## src/rtl/regfile_pkg.sv

```systemverilog
// rtl/regfile_pkg.sv - shared widths, opcodes and sequencer states for the regfile client
package regfile_pkg;

  localparam int DATA_W = 32;
  localparam int NREGS  = 8;
  localparam int ADDR_W = $clog2(NREGS);
  localparam int CNT_W  = 16;

  typedef enum logic [1:0] {
    OP_ADD = 2'b00,
    OP_SUB = 2'b01,
    OP_AND = 2'b10,
    OP_MOV = 2'b11
  } op_e;

  typedef enum logic [1:0] {
    S_IDLE  = 2'b00,
    S_READ  = 2'b01,
    S_WRITE = 2'b10
  } state_e;

endpackage

```

## src/rtl/regfile_alu.sv

```systemverilog
// rtl/regfile_alu.sv - combinational ALU; add/sub wrap modulo 2^DATA_W
module regfile_alu
  import regfile_pkg::*;
#(
  parameter int W = DATA_W
) (
  input  op_e          op,
  input  logic [W-1:0] a,
  input  logic [W-1:0] b,
  output logic [W-1:0] y
);

  always_comb begin
    y = '0;
    case (op)
      OP_ADD:  y = a + b;
      OP_SUB:  y = a - b;
      OP_AND:  y = a & b;
      OP_MOV:  y = a;
      default: y = '0;
    endcase
  end

endmodule

```

## src/rtl/regfile_op_sequencer.sv

```systemverilog
// rtl/regfile_op_sequencer.sv - reads two registers, applies an op, writes the result back
module regfile_op_sequencer
  import regfile_pkg::*;
#(
  parameter int DW = DATA_W,
  parameter int AW = ADDR_W,
  parameter int CW = CNT_W
) (
  input  logic          clk,
  input  logic          rst_s,
  input  logic          cmd_valid,
  output logic          cmd_ready,
  input  logic [1:0]    cmd_op,
  input  logic [AW-1:0] cmd_rs1,
  input  logic [AW-1:0] cmd_rs2,
  input  logic [AW-1:0] cmd_rd,
  output logic [AW-1:0] rf_raddr_1,
  output logic [AW-1:0] rf_raddr_2,
  input  logic [DW-1:0] rf_rdata_1,
  input  logic [DW-1:0] rf_rdata_2,
  output logic          rf_we,
  output logic [AW-1:0] rf_waddr,
  output logic [DW-1:0] rf_wdata,
  output logic          done,
  output logic [DW-1:0] result,
  output logic [CW-1:0] op_count
);

  state_e        state;
  op_e           op_q;
  logic [AW-1:0] rd_q;
  logic [DW-1:0] alu_y;

  regfile_alu #(.W(DW)) u_alu (
    .op (op_q),
    .a  (rf_rdata_1),
    .b  (rf_rdata_2),
    .y  (alu_y)
  );

  // cmd_ready stays low out of reset until the first edge in IDLE
  always_ff @(posedge clk or posedge rst_s) begin
    if (rst_s) begin
      state      <= S_IDLE;
      op_q       <= OP_ADD;
      rd_q       <= '0;
      cmd_ready  <= 1'b0;
      rf_raddr_1 <= '0;
      rf_raddr_2 <= '0;
      rf_we      <= 1'b0;
      rf_waddr   <= '0;
      rf_wdata   <= '0;
      done       <= 1'b0;
      result     <= '0;
      op_count   <= '0;
    end else begin
      case (state)
        S_IDLE: begin
          if (cmd_valid && cmd_ready) begin
            op_q       <= op_e'(cmd_op);
            rd_q       <= cmd_rd;
            rf_raddr_1 <= cmd_rs1;
            rf_raddr_2 <= cmd_rs2;
            cmd_ready  <= 1'b0;
            state      <= S_READ;
          end else begin
            cmd_ready  <= 1'b1;
          end
        end
        S_READ: begin
          rf_wdata <= alu_y;
          rf_waddr <= rd_q;
          rf_we    <= 1'b1;
          done     <= 1'b1;
          state    <= S_WRITE;
        end
        S_WRITE: begin
          rf_we     <= 1'b0;
          done      <= 1'b0;
          result    <= rf_wdata;
          if (op_count != {CW{1'b1}})
            op_count <= op_count + 1'b1;
          cmd_ready <= 1'b1;
          state     <= S_IDLE;
        end
        default: begin
          rf_we     <= 1'b0;
          done      <= 1'b0;
          cmd_ready <= 1'b0;
          state     <= S_IDLE;
        end
      endcase
    end
  end

endmodule

```

## config.mk

```make
export PLATFORM = sky130hd
export DESIGN_NAME = regfile_op_sequencer
export DESIGN_NICKNAME = d
export VERILOG_FILES = /design/src/rtl/regfile_pkg.sv /design/src/rtl/regfile_alu.sv /design/src/rtl/regfile_op_sequencer.sv
export SDC_FILE = /design/constraint.sdc
export NUM_CORES = 1
export LEC_CHECK = 0
export CELL_PAD_IN_SITES_DETAIL_PLACEMENT = 0
export CELL_PAD_IN_SITES_GLOBAL_PLACEMENT = 1
export CORE_MARGIN = 8
export CORE_UTILIZATION = 53
export DETAILED_ROUTE_END_ITERATION = 10
export DONT_BUFFER_PORTS = 1
export PLACE_DENSITY_LB_ADDON = 0.25
export SLEW_MARGIN = 5
export SYNTH_ARGS = -nofsm -noshare
export SYNTH_HDL_FRONTEND = slang
export SYNTH_HIERARCHICAL = 1
export SYNTH_SLANG_ARGS = --single-unit
```

## constraint.sdc

```tcl
create_clock -name clk -period 5.8 [get_ports clk]
set_clock_uncertainty 0.2 [all_clocks]
set_input_delay 0.87 -clock clk [delete_from_list [all_inputs] [get_ports clk]]
set_output_delay 0.87 -clock clk [all_outputs]
set_load 0.05 [all_outputs]
```

==> results of run 1 <==
[power groups by stage]
| stage | clock (uW) | sequential, uW | combinational, uW |
|---|---|---|---|
| after floorplan | 0 | 2110 | 1850 |
| after global placement | 0 | 2250 | 2140 |
| after detailed placement | 0 | 2260 | 2180 |
| after CTS | 657 | 2240 | 2200 |
| after global routing | 692 | 2290 | 2440 |
| final | 636 | 2230 | 2210 |
[worst max-delay path, delay by kind of cell]
family | cells | cell delay (ps)
multiplexers | 1 | 260
adder cells (fa/ha/maj) | 1 | 380
AO/OA/AOI/OAI | 6 | 1300
AND/OR/NAND/NOR | 7 | 1910
XOR/XNOR | 1 | 120
[registers in the layout (all words and copies together) (netlist names), 2 cells and up]
name / count
rf_waddr: 3
rf_wdata: 32
op_count: 16
rd_q: 3
op_q: 2
state: 2
rf_raddr_1: 3
result: 32
rf_raddr_2: 3
[metal layers]
layer / global-route usage [%] / up-vias
li1: - / 2429
met1: 23.97 / 2540
met2: 37.42 / 175
met3: 7.280 / 28
met4: 8.112 / 0
met5: 0 / -
[how the worst max path moves through the flow]
stage | to | slack [ps]
2_1_floorplan | rf_wdata[26] | 1170
3_3_place_gp | rf_wdata[31] | 610
3_5_place_dp | rf_wdata[31] | 630
4_1_cts | rf_wdata[26] | 1000
5_1_grt | rf_wdata[26] | 620
6_report | rf_wdata[26] | 970
[cells by family (layout without fill, tap and decap cells)]
kind of cell	after synthesis	after routing	share of synthesized area, %
AO/OA/AOI/OAI	178	178	17.58
XOR/XNOR	65	65	8.641
adder cells (fa/ha/maj)	35	35	6.673
buffers and inverters	47	41	3.618
flip-flops	98	98	36.74
multiplexers	86	86	14.41
AND/OR/NAND/NOR	147	147	12.33
[final cells by class]
| cell class | instances | area (sq um) | share of cell area (%) |
|---|---|---|---|
| clock buffers | 9 | 225.2 | 3.170 |
| clock inverters | 7 | 88.84 | 1.250 |
| inverters | 17 | 66.31 | 0.9333 |
| multi-input cells | 511 | 3996 | 56.24 |
| flip-flops and latches | 98 | 2454 | 34.53 |
| well taps | 172 | 215.2 | 3.029 |
| repair buffers | 8 | 60.06 | 0.8452 |
[Yosys cell counts (3+ instances only)]
cell      instances
mux2i_1           5
nor2b_1           8
and3_1           10
ha_1             34
a22o_1            3
inv_1            17
buf_2             9
nand2_1          33
o21ai_0          47
nor3_1           14
a31oi_1           6
o211ai_1         28
o41ai_1           7
nor2_1           24
nand3b_1          4
mux2_2           80
nand3_1          14
nand2b_1          7
nor4_1            5
dfrtp_1          98
a21oi_1          36
xnor2_1          31
clkbuf_1         14
a211oi_1          4
xor2_1           33
nand4_1           8
buf_6             4
or4_4             3
o31ai_1           9
a21o_1           15
[through the flow]
stage / cells / utilization (%) / power, uW / hold slack, ps / setup slack [ps]
2_1_floorplan: 656 / - / 3961 / 229.7 / 1166
5_1_grt: 822 / 57.00 / 5414 / 289.9 / 620.2
6_report: 822 / 57.00 / 5076 / 251.2 / 973.5
3_3_place_gp: 806 / 54.48 / 4391 / 284.3 / 611.1
4_1_cts: 822 / 57.00 / 5098 / 266.9 / 1001
3_5_place_dp: 806 / 54.48 / 4446 / 290.3 / 631.0
==> results.ini, run 1 <==
[setup_path]
regToRegSetupSlack_ps=1070
path_class=input pin to flip-flop
start_kind=input pin
regToRegStartpoint=op_q[0]
cpPeakStageDelay_ps=540
path_max_fanout=4
cp.required_ps=5830
end_kind=flip-flop
slowest_stage=or4_4
worstSetupStartpoint=rf_rdata_2[12]
rr_endpoint=rf_wdata[24]
critPathArrivalTime_ps=4860
path_cells=or4_4 -> or4_4 -> nor3_1 -> nand3_1 -> o41ai_1 -> xor2_1 -> ha_1 -> a21o_1 -> a21oi_1 -> o21ai_0 -> o21ai_0 -> nand2b_1 -> a21o_1 -> and4b_1 -> nor3_1 -> mux2_2
reg2regPathDepth=13

[yosys]
yosysSeqAreaShare_pct=36.74
ys_warn_count=6
synth_cell_types=67
yosysTopAreaCell=dfrtp_1
ys_ff_latch=98
synth_nets=769
synthFlopType=dfrtp_1
async_flop_share_pct=100.0
synth_top_cell_area_share_pct=36.74
ys_top_cells_by_area=dfrtp_1 37%, mux2_2 13%, ha_1 6.4%
synth-edff-count=0
synth_cells=656
syn_area_per_cell_sq_um=10.18
netlist_area_sq_um=6675

[power_and_ir_drop]
sw_frac_of_total_pct=53.87
p_comb_share_pct=43.5
p_clk_share_pct=12.5
powerDensity_nw_per_um2=714.4
intPower_uw=2341
max-vdd-ir-drop_uv=391.3
p_leak_uw=0.003017
p_sw_uw=2735
seq_power_share_pct=44.0

[clock_network]
cts_tree=yes
cts_resized=0
clock_latency_ps=350
cts_setup_buffers=0
htreeDepth=3
postCtsHoldBufs=0
cts_sinks=98
clockBufferDepth=2
cts_buffers=9
cts_root_buf=clkbuf_16
clkTransAtPathRegs_ps=80

[global_route]
grt_pass1_wl_um=28140
grt_start_max_net_pins=51
grt_overflow=0
grt_use_total_pct=21.60
antenna_found_initial=0
grt_pass1_vias=5270

[placement]
gp_congestion=0.9287
port_buffers=0
post-dp-hpwl_um=13850
dpl_cell_area_sq_um=6792

[floorplan]
start_util_pct=53.55
die_area_sq_um=16440
core_area_sq_um=12470
ios=170
die_height_um=128.2
die_w_um=128.2
core.rowCount=41

[run]
max_cap_viol_count=0

[timing]
final_max_slew_viol_count=0
fmax_mhz=207.2
setup_violations=0
rsz0062_at_grt=false
fin_crit_sh_pct=83.22
tightest_slew_ps=1152
hold_viol=0
period_minus_slack_ps=4827
relSlewSlack_pct=23.02
setup_tns_ps=0

[min_path]
min_path_type=input pin to async pin

[cells_and_area]
n_fill_cell=1121
syn2layout_area_growth_pct=6.448
diodes=0
nNetsFinal=758
final_cell_area_sq_um=7106
drive_above_1_share_pct=19.08
final_common_cell=dfrtp_1
layout_common_cells=97 x dfrtp_1, 80 x mux2_2, 47 x o21ai_0

[routing]
remaining_drc_errors=0
drtPass1Iterations=5
drtAntennaViolNets=0
met2_wirelength_um=8841
dr_wl_met3_um=1557
wl_um=17790
drt_iter0_drc=253
viasPerCell=6.292
wire_per_inst_um=21.64
vias=5172
wl_met1_um=6904
dr.max_layer_used=met4

[outcome]
status=finished, final reports clean

Power figures use the tool's default switching activity.
==> run 2, diff against run 1 <==
Settings changed: CORE_UTILIZATION 53 to 49.
Clock period 5.8 ns to 4.9 ns, I/O delays scaled along.
==> run 2 against run 1 <==
Net effect: clock-buffer cell count stayed put; via count rose by 1.4%; global-route usage is 0.78 points lower; first-iteration DRC count rose by 48%; hold slack worse by 140 ps; non-clock buffer count up 19; register-to-register slack got worse by 630 ps; die area up 7.1%; combinational power increased by 23%; utilization shrank 2.4 points.
==> results.ini, run 2 (same netlist as run 1, synthesis figures left out) <==
[timing]
fin_ws_ps=415.4
setup_violations=0
fin_crit_sh_pct=91.52
period_minus_slack_ps=4485
hold_viol=0
setup_tns_ps=0
rsz0062_at_grt=false
fmax_mhz=223.0
final_max_slew_viol_count=0
relSlewSlack_pct=22.44
tightest_slew_ps=1161

[cells_and_area]
fin_util_pct=54.64
drive_above_1_share_pct=21.67
syn2layout_area_growth_pct=8.829
final_cell_area_sq_um=7264
top_regs=result (32), rf_wdata (32), op_count (16)
final_common_cell=dfrtp_1
nNetsFinal=777
diodes=0
layout_common_cells=96 x dfrtp_1, 80 x mux2_2, 47 x o21ai_0

[clock_network]
cts_buffers=9
cts_root_buf=clkbuf_16
htreeDepth=3
cts_sinks=98
cts_tree=yes
clock_latency_ps=360
clockBufferDepth=2
clkTransAtPathRegs_ps=70

[routing]
remaining_drc_errors=0
wl_um=18450
drt_iter0_drc=374
viasPerCell=6.208
drtPass1Iterations=5
vias=5246
drtAntennaViolNets=0
wire_per_inst_um=21.84

[global_route]
antenna_found_initial=0
grt_pass1_wl_um=29410
grt_use_total_pct=20.82
grt_pass1_vias=5282
grt_start_max_net_pins=54
grt_overflow=0

[floorplan]
die_height_um=132.7
core.rowCount=42
die_area_sq_um=17610
start_util_pct=50.21
core_area_sq_um=13300
ios=170
die_w_um=132.7

[setup_path]
critPathArrivalTime_ps=4530
path_class=input pin to flip-flop
end_kind=flip-flop
cp.required_ps=4940
start_kind=input pin
cpPeakStageDelay_ps=550
path_max_fanout=4
path_cells=or4_4 -> or4_4 -> nor3_1 -> nand3_1 -> o41ai_1 -> xor2_1 -> ha_1 -> a21o_1 -> a21oi_1 -> o21ai_0 -> o21ai_0 -> nand2b_1 -> a21o_1 -> o31ai_1 -> nor3_1 -> mux2_2
regToRegSetupSlack_ps=440
slowest_stage=or4_4

[power_and_ir_drop]
max-vdd-ir-drop_uv=427.8
p_leak_uw=0.003109
powerDensity_nw_per_um2=845.8

[placement]
pre_cts_ws_ps=89.59
post-dp-hpwl_um=14350
gp_congestion=0.9468
dpl_cell_area_sq_um=6939
port_buffers=0

[min_path]
min_path_type=input pin to async pin

[outcome]
status=finished, final reports clean

[run]
max_cap_viol_count=0

run 2: layout make-up:
class,count,area [sq um]
Multi-Input combinational cell,511,3999
Timing Repair Buffer,27,202.7
Clock inverter,7,93.84
Sequential cell,98,2457
Fill cell,1223,6031
Inverter,17,66.31
Clock buffer,9,225.2
Tap cell,176,220.2
run 2: worst paths after layout:
path | from | to | cells after the start
setup / recovery | rf_rdata_2[12] | rf_wdata[26] | 16
hold / removal | rst_s | result[0] | 1
setup reg to reg | op_q[1] | rf_wdata[24] | 15
hold reg to reg | rd_q[0] | rd_q[0] | 1
max in group asynchronous | rst_s | rf_wdata[22] | 2
min in group clk | rd_q[0] | rd_q[0] | 1
run 2: where the power goes:
part / internal [uW] / total (uW) / switching (uW)
Clock: 411 / 759 / 348
Sequential: 1150 / 2660 / 1520
Combinational: 1300 / 2720 / 1420
run 2: worst max-delay path: cells and delay by family:
family | cells | cell delay [ps]
adder cells (fa/ha/maj) | 1 | 280
AND/OR/NAND/NOR | 6 | 1530
multiplexers | 1 | 260
AO/OA/AOI/OAI | 7 | 1510
XOR/XNOR | 1 | 210
run 2: what timing repair did:
action	4_1_cts	5_1_grt
gates resized for setup	0	3
hold buffers	0	0
buffers inserted	0	0
setup endpoints to repair	0	1
run 2: routing by layer:
metal / up-vias / track usage (%) / wire [um]
li1: 2462 / - / -
met1: 2592 / 23.58 / 7269
met2: 172 / 35.68 / 9186
met3: 20 / 7.608 / 1669
met4: 0 / 6.625 / 325
met5: - / 0 / 0
run 2: metrics by stage:
| stage | hold WS, ps | instances | power (uW) |
|---|---|---|---|
| floorplan | 229.7 | 656 | 4688 |
| global placement | 283.3 | 829 | 5326 |
| detailed placement | 294.1 | 829 | 5390 |
| CTS | 124.0 | 845 | 6178 |
| global route | 151.9 | 845 | 6545 |
| finish | 107.6 | 845 | 6144 |
